===== src/rtl/otp_stream_cipher_if.sv =====
// rtl/otp_stream_cipher_if.sv - request/response handshake bundle for the one-time-pad cipher
interface otp_stream_cipher_if #(
  parameter int DATA_W = 8,
  parameter int IDX_W  = 3
);
  logic              in_valid;
  logic              in_ready;
  logic              in_mode;
  logic [DATA_W-1:0] in_data;
  logic [IDX_W-1:0]  in_idx;
  logic              out_valid;
  logic              out_ready;
  logic [DATA_W-1:0] out_data;
  logic [IDX_W-1:0]  out_idx;
  logic              out_err;

  // requester / result consumer side
  modport master (
    output in_valid, in_mode, in_data, in_idx, out_ready,
    input  in_ready, out_valid, out_data, out_idx, out_err
  );

  // cipher side
  modport slave (
    input  in_valid, in_mode, in_data, in_idx, out_ready,
    output in_ready, out_valid, out_data, out_idx, out_err
  );
endinterface


===== src/rtl/otp_stream_cipher.sv =====
// rtl/otp_stream_cipher.sv - one-time-pad stream cipher with LFSR pads and tagged pad table (OTP_BURN_EN enables pad burn on decrypt)
module otp_stream_cipher #(
  parameter int          DATA_W = 8,
  parameter int          DEPTH  = 8,
  parameter logic [15:0] SEED   = 16'hACE1,
  localparam int         IDX_W  = $clog2(DEPTH)
) (
  input  logic                clk,
  input  logic                rst_n,
  input  logic                ena,
  otp_stream_cipher_if.slave  bus,
  output logic [IDX_W:0]      pad_count
);

  // an all-zero LFSR would lock up, so a zero seed is promoted to 1
  localparam logic [15:0] SEED_EFF = (SEED == 16'h0000) ? 16'h0001 : SEED;

  logic [15:0]                   lfsr_q, lfsr_d;
  logic [IDX_W-1:0]              wr_ptr_q, wr_ptr_d;
  logic [DEPTH-1:0]              live_q, live_d;
  logic [DEPTH-1:0][DATA_W-1:0]  mem_q, mem_d;
  logic [IDX_W:0]                pad_count_q, pad_count_d;
  logic                          out_valid_q, out_valid_d;
  logic [DATA_W-1:0]             out_data_q, out_data_d;
  logic [IDX_W-1:0]              out_idx_q, out_idx_d;
  logic                          out_err_q, out_err_d;

  logic              lfsr_fb;
  logic [DATA_W-1:0] pad;
  logic              accept;

  assign lfsr_fb      = lfsr_q[15] ^ lfsr_q[13] ^ lfsr_q[12] ^ lfsr_q[10];
  assign pad          = lfsr_q[DATA_W-1:0];
  assign bus.in_ready = ena & (~out_valid_q | bus.out_ready);
  assign accept       = bus.in_valid & bus.in_ready;

  assign bus.out_valid = out_valid_q;
  assign bus.out_data  = out_data_q;
  assign bus.out_idx   = out_idx_q;
  assign bus.out_err   = out_err_q;
  assign pad_count     = pad_count_q;

  // next-state: drain the output register, then serve at most one request
  always_comb begin
    lfsr_d      = lfsr_q;
    wr_ptr_d    = wr_ptr_q;
    live_d      = live_q;
    mem_d       = mem_q;
    pad_count_d = pad_count_q;
    out_valid_d = out_valid_q;
    out_data_d  = out_data_q;
    out_idx_d   = out_idx_q;
    out_err_d   = out_err_q;

    if (bus.out_ready) begin
      out_valid_d = 1'b0;
    end

    if (accept) begin
      out_valid_d = 1'b1;
      out_err_d   = 1'b0;
      if (!bus.in_mode) begin
        out_idx_d = wr_ptr_q;
        // an unconsumed pad at the write pointer blocks encryption even if other slots are free
        if (live_q[wr_ptr_q]) begin
          out_err_d  = 1'b1;
          out_data_d = '0;
        end else begin
          mem_d[wr_ptr_q]  = pad;
          live_d[wr_ptr_q] = 1'b1;
          out_data_d       = bus.in_data ^ pad;
          wr_ptr_d         = wr_ptr_q + 1'b1;
          lfsr_d           = {lfsr_q[14:0], lfsr_fb};
          pad_count_d      = pad_count_q + 1'b1;
        end
      end else begin
        out_idx_d = bus.in_idx;
        if (live_q[bus.in_idx]) begin
          out_data_d = bus.in_data ^ mem_q[bus.in_idx];
`ifdef OTP_BURN_EN
          live_d[bus.in_idx] = 1'b0;
          mem_d[bus.in_idx]  = '0;
          pad_count_d        = pad_count_q - 1'b1;
`else
          // debug build: pads stay live so they can be replayed
`endif
        end else begin
          out_err_d  = 1'b1;
          out_data_d = '0;
        end
      end
    end
  end

  // state registers with asynchronous clear; LFSR restarts from the seed
  always_ff @(posedge clk or negedge rst_n) begin
    if (!rst_n) begin
      lfsr_q      <= SEED_EFF;
      wr_ptr_q    <= '0;
      live_q      <= '0;
      mem_q       <= '0;
      pad_count_q <= '0;
      out_valid_q <= 1'b0;
      out_data_q  <= '0;
      out_idx_q   <= '0;
      out_err_q   <= 1'b0;
    end else begin
      lfsr_q      <= lfsr_d;
      wr_ptr_q    <= wr_ptr_d;
      live_q      <= live_d;
      mem_q       <= mem_d;
      pad_count_q <= pad_count_d;
      out_valid_q <= out_valid_d;
      out_data_q  <= out_data_d;
      out_idx_q   <= out_idx_d;
      out_err_q   <= out_err_d;
    end
  end

endmodule


===== src/flat_wrapper.sv =====
// flat-port wrapper written by rule: the top's interface ports become plain ports
module otp_stream_cipher_flat 
#(
  parameter int          DATA_W = 8,
  parameter int          DEPTH  = 8,
  parameter logic [15:0] SEED   = 16'hACE1,
  localparam int         IDX_W  = $clog2(DEPTH)
)
  (clk, rst_n, ena, pad_count, bus_in_valid, bus_in_mode, bus_in_data, bus_in_idx, bus_out_ready, bus_in_ready, bus_out_valid, bus_out_data, bus_out_idx, bus_out_err);
  otp_stream_cipher_if #(.DATA_W(DATA_W), .IDX_W((3))) bus_i ();
  input  logic clk;
  input  logic rst_n;
  input  logic ena;
  output logic [IDX_W:0] pad_count;
  input wire logic [$bits(bus_i.in_valid)-1:0] bus_in_valid;
  input wire logic [$bits(bus_i.in_mode)-1:0] bus_in_mode;
  input wire logic [$bits(bus_i.in_data)-1:0] bus_in_data;
  input wire logic [$bits(bus_i.in_idx)-1:0] bus_in_idx;
  input wire logic [$bits(bus_i.out_ready)-1:0] bus_out_ready;
  output wire logic [$bits(bus_i.in_ready)-1:0] bus_in_ready;
  output wire logic [$bits(bus_i.out_valid)-1:0] bus_out_valid;
  output wire logic [$bits(bus_i.out_data)-1:0] bus_out_data;
  output wire logic [$bits(bus_i.out_idx)-1:0] bus_out_idx;
  output wire logic [$bits(bus_i.out_err)-1:0] bus_out_err;
  assign bus_i.in_valid = bus_in_valid;
  assign bus_i.in_mode = bus_in_mode;
  assign bus_i.in_data = bus_in_data;
  assign bus_i.in_idx = bus_in_idx;
  assign bus_i.out_ready = bus_out_ready;
  assign bus_in_ready = bus_i.in_ready;
  assign bus_out_valid = bus_i.out_valid;
  assign bus_out_data = bus_i.out_data;
  assign bus_out_idx = bus_i.out_idx;
  assign bus_out_err = bus_i.out_err;
  otp_stream_cipher #(.DATA_W(DATA_W), .DEPTH(DEPTH), .SEED(SEED)) u_core (.clk(clk), .rst_n(rst_n), .ena(ena), .bus(bus_i), .pad_count(pad_count));
endmodule

===== config.mk =====
export PLATFORM = sky130hd
export DESIGN_NAME = otp_stream_cipher_flat
export DESIGN_NICKNAME = d
export VERILOG_FILES = /design/src/rtl/otp_stream_cipher_if.sv /design/src/rtl/otp_stream_cipher.sv /design/src/flat_wrapper.sv
export SDC_FILE = /design/constraint.sdc
export NUM_CORES = 1
export LEC_CHECK = 0
export ABC_AREA = 1
export BUFFER_PORTS_ARGS = -buffer_cell sky130_fd_sc_hd__buf_2
export CAP_MARGIN = 20
export CORE_ASPECT_RATIO = 2
export CORE_MARGIN = 1
export CORE_UTILIZATION = 55
export CTS_CLUSTER_DIAMETER = 120
export DETAILED_ROUTE_END_ITERATION = 8
export PLACE_DENSITY_LB_ADDON = 0.15
export SKIP_LAST_GASP = 1
export SLEW_MARGIN = 20
export SYNTH_ARGS = -nofsm -noshare
export SYNTH_HDL_FRONTEND = slang
export SYNTH_SLANG_ARGS = --single-unit

===== constraint.sdc =====
create_clock -name clk -period 3.6 [get_ports clk]
set_clock_uncertainty 0.1 [all_clocks]
set_input_delay 0.36 -clock clk [delete_from_list [all_inputs] [get_ports clk]]
set_output_delay 0.36 -clock clk [all_outputs]
set_load 0.1 [all_outputs]

* After elaboration in Yosys (flattened, before gate mapping)
Index checks and enable logic that the tools add are counted.
Storage, ports and cells: register bits after elaboration 108, bits in latches 0, bits in writable memories 0, memory bits (read-only) 0, input bits 17, output and inout bits 18, logic and storage cells 56, memories 0
Cells by class: add/sub/neg operators 2, $mul 0, div/mod/pow operators 0, $lt $le $gt $ge 3, eq/ne operators 0, shift operators 0, multiplexer cells 20, bitwise gates (word level) 12, reduce and logical (&&, ||, !) cells 3
Operators by type and width (count):
- $bwmux W64 | 1
- $mux W8 | 5
- $bmux W8 S3 | 1
- $demux W8 S3 | 1
- $xor A8 B8 Y8 | 2
- $lt A3 B4 Y1 const B | 2
- $mux W1 | 8
- $or A8 B8 Y8 | 1
- $bmux W1 S3 | 2
- $add A4 B1 Y4 const B | 1
- $add A3 B1 Y3 const B | 1
- $demux W1 S3 | 1
- $ge A3 B1 Y1 const B | 1
- $mux W3 | 1
- $not A1 Y1 | 3
- $reduce_and A3 Y1 | 1
- $xor A1 B1 Y1 | 3
- $and A1 B1 Y1 | 2
- $reduce_bool A2 Y1 | 1
- $logic_and A1 B1 Y1 | 1
- $or A1 B1 Y1 | 1

* Depth between registers and ports, before layout
depth after elaboration 5, depth in mapped cells 12, depth with buffers taken out 10

* Worst setup path after synthesis
OpenSTA, ideal clock, no wires.
kind reg2out, from register u_core.out_valid_q, in the netlist u_core.bus.out_valid, to output port bus_in_ready, data arrival time 2.217 ns, required time 3.140 ns, setup slack 0.923 ns, cell stages (with the launch flop) 4, buffers on the path 0, cells stage by stage dfrtp_1 inv_1 nor2_1 nor2_1
Between the ends: longest elaborated chain between the ends 3
RTL lines:
- start, declared | RTL line otp_stream_cipher.sv:23 | logic out_valid_q, out_valid_d;
- start signal, assigned | RTL line otp_stream_cipher.sv:113 | out_valid_q <= out_valid_d;
- $not A1 Y1 | RTL line otp_stream_cipher.sv:34 | assign bus.in_ready = ena & (~out_valid_q | bus.out_ready);
- $or A1 B1 Y1 | RTL line otp_stream_cipher.sv:34
- $and A1 B1 Y1 | RTL line otp_stream_cipher.sv:34
- end, declared | RTL line flat_wrapper.sv:20 | output wire logic [$bits(bus_i.in_ready)-1:0] bus_in_ready;
No other way between the ends.

* Final worst setup path
from register u_core.wr_ptr_q[0], to register u_core.mem_q[9] (netlist bit)
Between the ends: longest elaborated chain between the ends 5, elaborated cells between the ends (all ways) 10
RTL lines:
- start, declared | RTL line otp_stream_cipher.sv:19 | logic [IDX_W-1:0] wr_ptr_q, wr_ptr_d;
- start signal, assigned | RTL line otp_stream_cipher.sv:109 | wr_ptr_q <= wr_ptr_d;
- $lt A3 B4 Y1 (not written as such) or $ge A3 B1 Y1 (tied branches) | RTL line otp_stream_cipher.sv:69 | mem_d[wr_ptr_q] = pad;
- $logic_and A1 B1 Y1 (not written as such) | RTL line otp_stream_cipher.sv:69
- $mux W8 (not written as such) | RTL line otp_stream_cipher.sv:69
- $demux W8 S3
- $bwmux W64 | RTL line otp_stream_cipher.sv:69
- end signal, assigned | RTL line otp_stream_cipher.sv:111 | mem_q <= mem_d;
- end, declared | RTL line otp_stream_cipher.sv:21 | logic [DEPTH-1:0][DATA_W-1:0] mem_q, mem_d;
Several ways; a longest one is shown, not always the timed one. The select of a mux whose other input is x is not followed. A chain may end at the register's enable or synchronous reset.

==> flow_metrics.env <==
export IMPL_outcome="finished clean"
export IMPL_yosysSeqAreaShare_pct=48.2
export IMPL_synth_area_leaders="dfrtp_1 (44%), nand2_1 (20%), nand3_1 (13%)"
export IMPL_yosys_cell_types_count=25
export IMPL_coreArea_mm2=0.00983
export IMPL_cts_inserted_buffers=9
export IMPL_whs_ns=0.0887
export IMPL_grt_pass1_wl_um=24300
export IMPL_cts_max_path_buffers=2
export IMPL_drt_iter0_drc=292
export IMPL_post_dp_hpwl_um=10300
export IMPL_hp_class="in -> reg"
export IMPL_finalSetupViolations=0
export IMPL_avgSynthCellArea_um2=7.32
export IMPL_synth_edf_count=0
export IMPL_fmax_mhz=429
export IMPL_synth_top_area_share_pct=44.4
export IMPL_power_total_uw=2680
export IMPL_io_buffers=34
export IMPL_netlist_top_cell_by_area="dfrtp_1"
export IMPL_arrival_ns=2.47
export IMPL_ant_nets=0
export IMPL_cpPeakStageDelay_ns=0.54
export IMPL_worstMarginPinSlew_ns=0.868
export IMPL_syn_area_mm2=0.00563
export IMPL_timing_setup_tns_ns=0
export IMPL_relSlewSlack_pct=41.9
export IMPL_drc=0
export IMPL_slowest_stage="dfrtp_1"
export IMPL_finalNetCount=810
export IMPL_num_antenna_cells=0
export IMPL_cts_tree="done"
export IMPL_grt_start_max_net_pins=58
export IMPL_synth_cells=769
export IMPL_syn_to_final_growth_pct=9.20
export IMPL_hold_viol_final=0
export IMPL_post_drt_via_cell_ratio=5.35
export IMPL_fin_crit_ns=2.33
export IMPL_worstSetupStartpointType="register"
export IMPL_slew_violations=0
export IMPL_cp_cell_sequence="inv_6, nand2_1, nand3_1, nand3_1, nor2_1, nand2_2, inv_2, buf_4, nand2_2, nand2_1, nand2_1"
export IMPL_final_util_pct=62.6
export IMPL_period_share_pct=64.7
export IMPL_initial_core_util_pct=57.3
export IMPL_wirelength_um=15000
export IMPL_ys_async_sr_fraction_pct=100
export IMPL_rows=51
export IMPL_drv_cap=0
export IMPL_required_ns=3.74
export IMPL_htreeDepth=3
export IMPL_cpMostUsedCell="nand2_1"
export IMPL_antenna_found_initial=0
export IMPL_path_delay_family="buffers and inverters"
export IMPL_drive_above_1_share_pct=10.8
export IMPL_wl_per_cell_um=16.2
export IMPL_ys_ff_latch=108
export IMPL_first_pass_iters=5
export IMPL_fin_area_mm2=0.00615
export IMPL_power_density_mw_per_mm2=435
export IMPL_synth_flop_cell="dfrtp_1"
export IMPL_leakage_uw=0.00336
export IMPL_io_pins=35
export IMPL_crit_buf_inv=3
export IMPL_fillers=949
export IMPL_crit_path_end_kind="register"
export IMPL_gr_total_overflow=0
export IMPL_place_gp_congestion=0.941
export IMPL_cts_root_buf="clkbuf_16"
export IMPL_vias=4962
export IMPL_grt_total_usage_pct=30.8
export IMPL_rsz0062_at_grt="false"
export IMPL_irDropWorstVdd_uv=272
export IMPL_yosys_warnings=0
export IMPL_postCtsSetupRepairBufs=0
export IMPL_place_area_mm2=0.00585
export IMPL_synth_fp_nets=788
export IMPL_die_x_um=73.6
export IMPL_die_h_um=145
export IMPL_critical_path_class="reg -> reg"
export IMPL_clk_pin_slew_ns=0.07
export IMPL_crit_fanout=26
export IMPL_cts_sinks=108
export IMPL_cts_resized=0
export IMPL_worstSkewPairLatency_ns=0.35
export IMPL_die_area_mm2=0.0107
export IMPL_first_global_vias=4946
-- worst register-to-register path, stage by stage, from the launching register on --
cell and delay (ns):
dfrtp_1 0.54, inv_6 0.15, nand2_1 0.07, nand3_1 0.08
nand3_1 0.10, nor2_1 0.12, nand2_2 0.07, inv_2 0.38
buf_4 0.32, nand2_2 0.15, nand2_1 0.09, nand2_1 0.05
-- synth_stat cells, types with 4 or more instances --
cell and n:
a21oi_1 8, inv_1 100, dfrtp_1 100, clkbuf_1 16, xnor2_1 13, dfstp_2 8, nand2_1 306, or2_2 8
buf_6 8, o21ai_0 16, nand3_1 142, buf_2 5, nor2_1 12, clkinv_1 4, nand2_2 9
-- cells by family after synthesis --
group	share of synthesized area (%)
compound gates	2.22
simple gates	36.1
flops	48.2
buf+inv	10.9
fa+ha+maj	0.444
xor+xnor	2.18
-- registers in the layout, summed over array words and instances (netlist names) --
| register | count |
|---|---|
| u_core.mem_q | 64 |
| u_core.lfsr_q | 16 |
| u_core.bus.out_data | 8 |
| u_core.live_q | 8 |
| u_core.pad_count | 4 |
| u_core.bus.out_idx | 3 |
| u_core.wr_ptr_q | 3 |
| u_core.bus.out_err | 1 |
| u_core.bus.out_valid | 1 |
-- final timing paths --
path                                                     start                                to  cells past startpoint  slack (ns)
worst max-delay path            u_core.wr_ptr_q[0]$_DFFE_PN0P_       u_core.mem_q[9]$_DFFE_PN0P_                     11        1.27
worst min-delay path                             bus_out_ready  u_core.bus.out_valid$_DFFE_PN0P_                      2        0.09
worst max register to register  u_core.wr_ptr_q[0]$_DFFE_PN0P_       u_core.mem_q[9]$_DFFE_PN0P_                     11        1.27
worst min register to register   u_core.lfsr_q[11]$_DFFE_PN1P_     u_core.lfsr_q[11]$_DFFE_PN1P_                      2        0.37
max in group asynchronous                                rst_n      u_core.lfsr_q[5]$_DFFE_PN1P_                      3        2.05
min in group asynchronous                                rst_n  u_core.bus.out_valid$_DFFE_PN0P_                      2        0.55
-- routing by layer --
| layer | track usage (%) | vias up | wire length (um) |
|---|---|---|---|
| li1 | - | 2404 | - |
| met1 | 34.8 | 2317 | 5700 |
| met2 | 49.7 | 168 | 7480 |
| met3 | 5.56 | 73 | 621 |
| met4 | 23.5 | 0 | 1200 |
| met5 | 0 | - | 0 |
-- timing repair --
item	CTS	global route
hold endpoints to repair	21	0
endpoints found under the setup margin	0	0
hold buffers	1	0
-- report_power, final --
group,internal (uW),switching (uW),leakage [uW]
sequential,1240,11.3,0.00140
combinational,82.9,343,0.00181
clock,560,442,0.000147
total,1880,796,0.00336
-- layout make-up --
| cell class | count | area (um2) | area share (%) |
|---|---|---|---|
| Clock inverter | 4 | 48.8 | 0.793 |
| Tap cell | 132 | 165 | 2.69 |
| Timing Repair Buffer | 44 | 263 | 4.27 |
| Clock buffer | 12 | 246 | 4.01 |
| Inverter | 107 | 407 | 6.61 |
| Sequential cell | 108 | 2710 | 44.1 |
| Multi-Input combinational cell | 521 | 2310 | 37.5 |
-- cell usage in the layout, fill, tap and decap left out, types with 9 or more instances in the layout --
master / instances
buf_4: 9
nand2_1: 306
nand3_1: 142
clkbuf_16: 9
o21ai_0: 16
xnor2_1: 13
nand2_2: 9
inv_1: 100
nor2_1: 12
buf_2: 33
dfrtp_1: 100
-- per-stage QoR --
step | cells | setup WS (ns)
finish | 928 | 1.27
global route | 928 | 1.03
CTS | 928 | 1.30
detailed placement | 911 | 1.21
global placement | 911 | 1.27
floorplan | 769 | 0.923
Note: power is estimated with default switching activity, not from simulation.
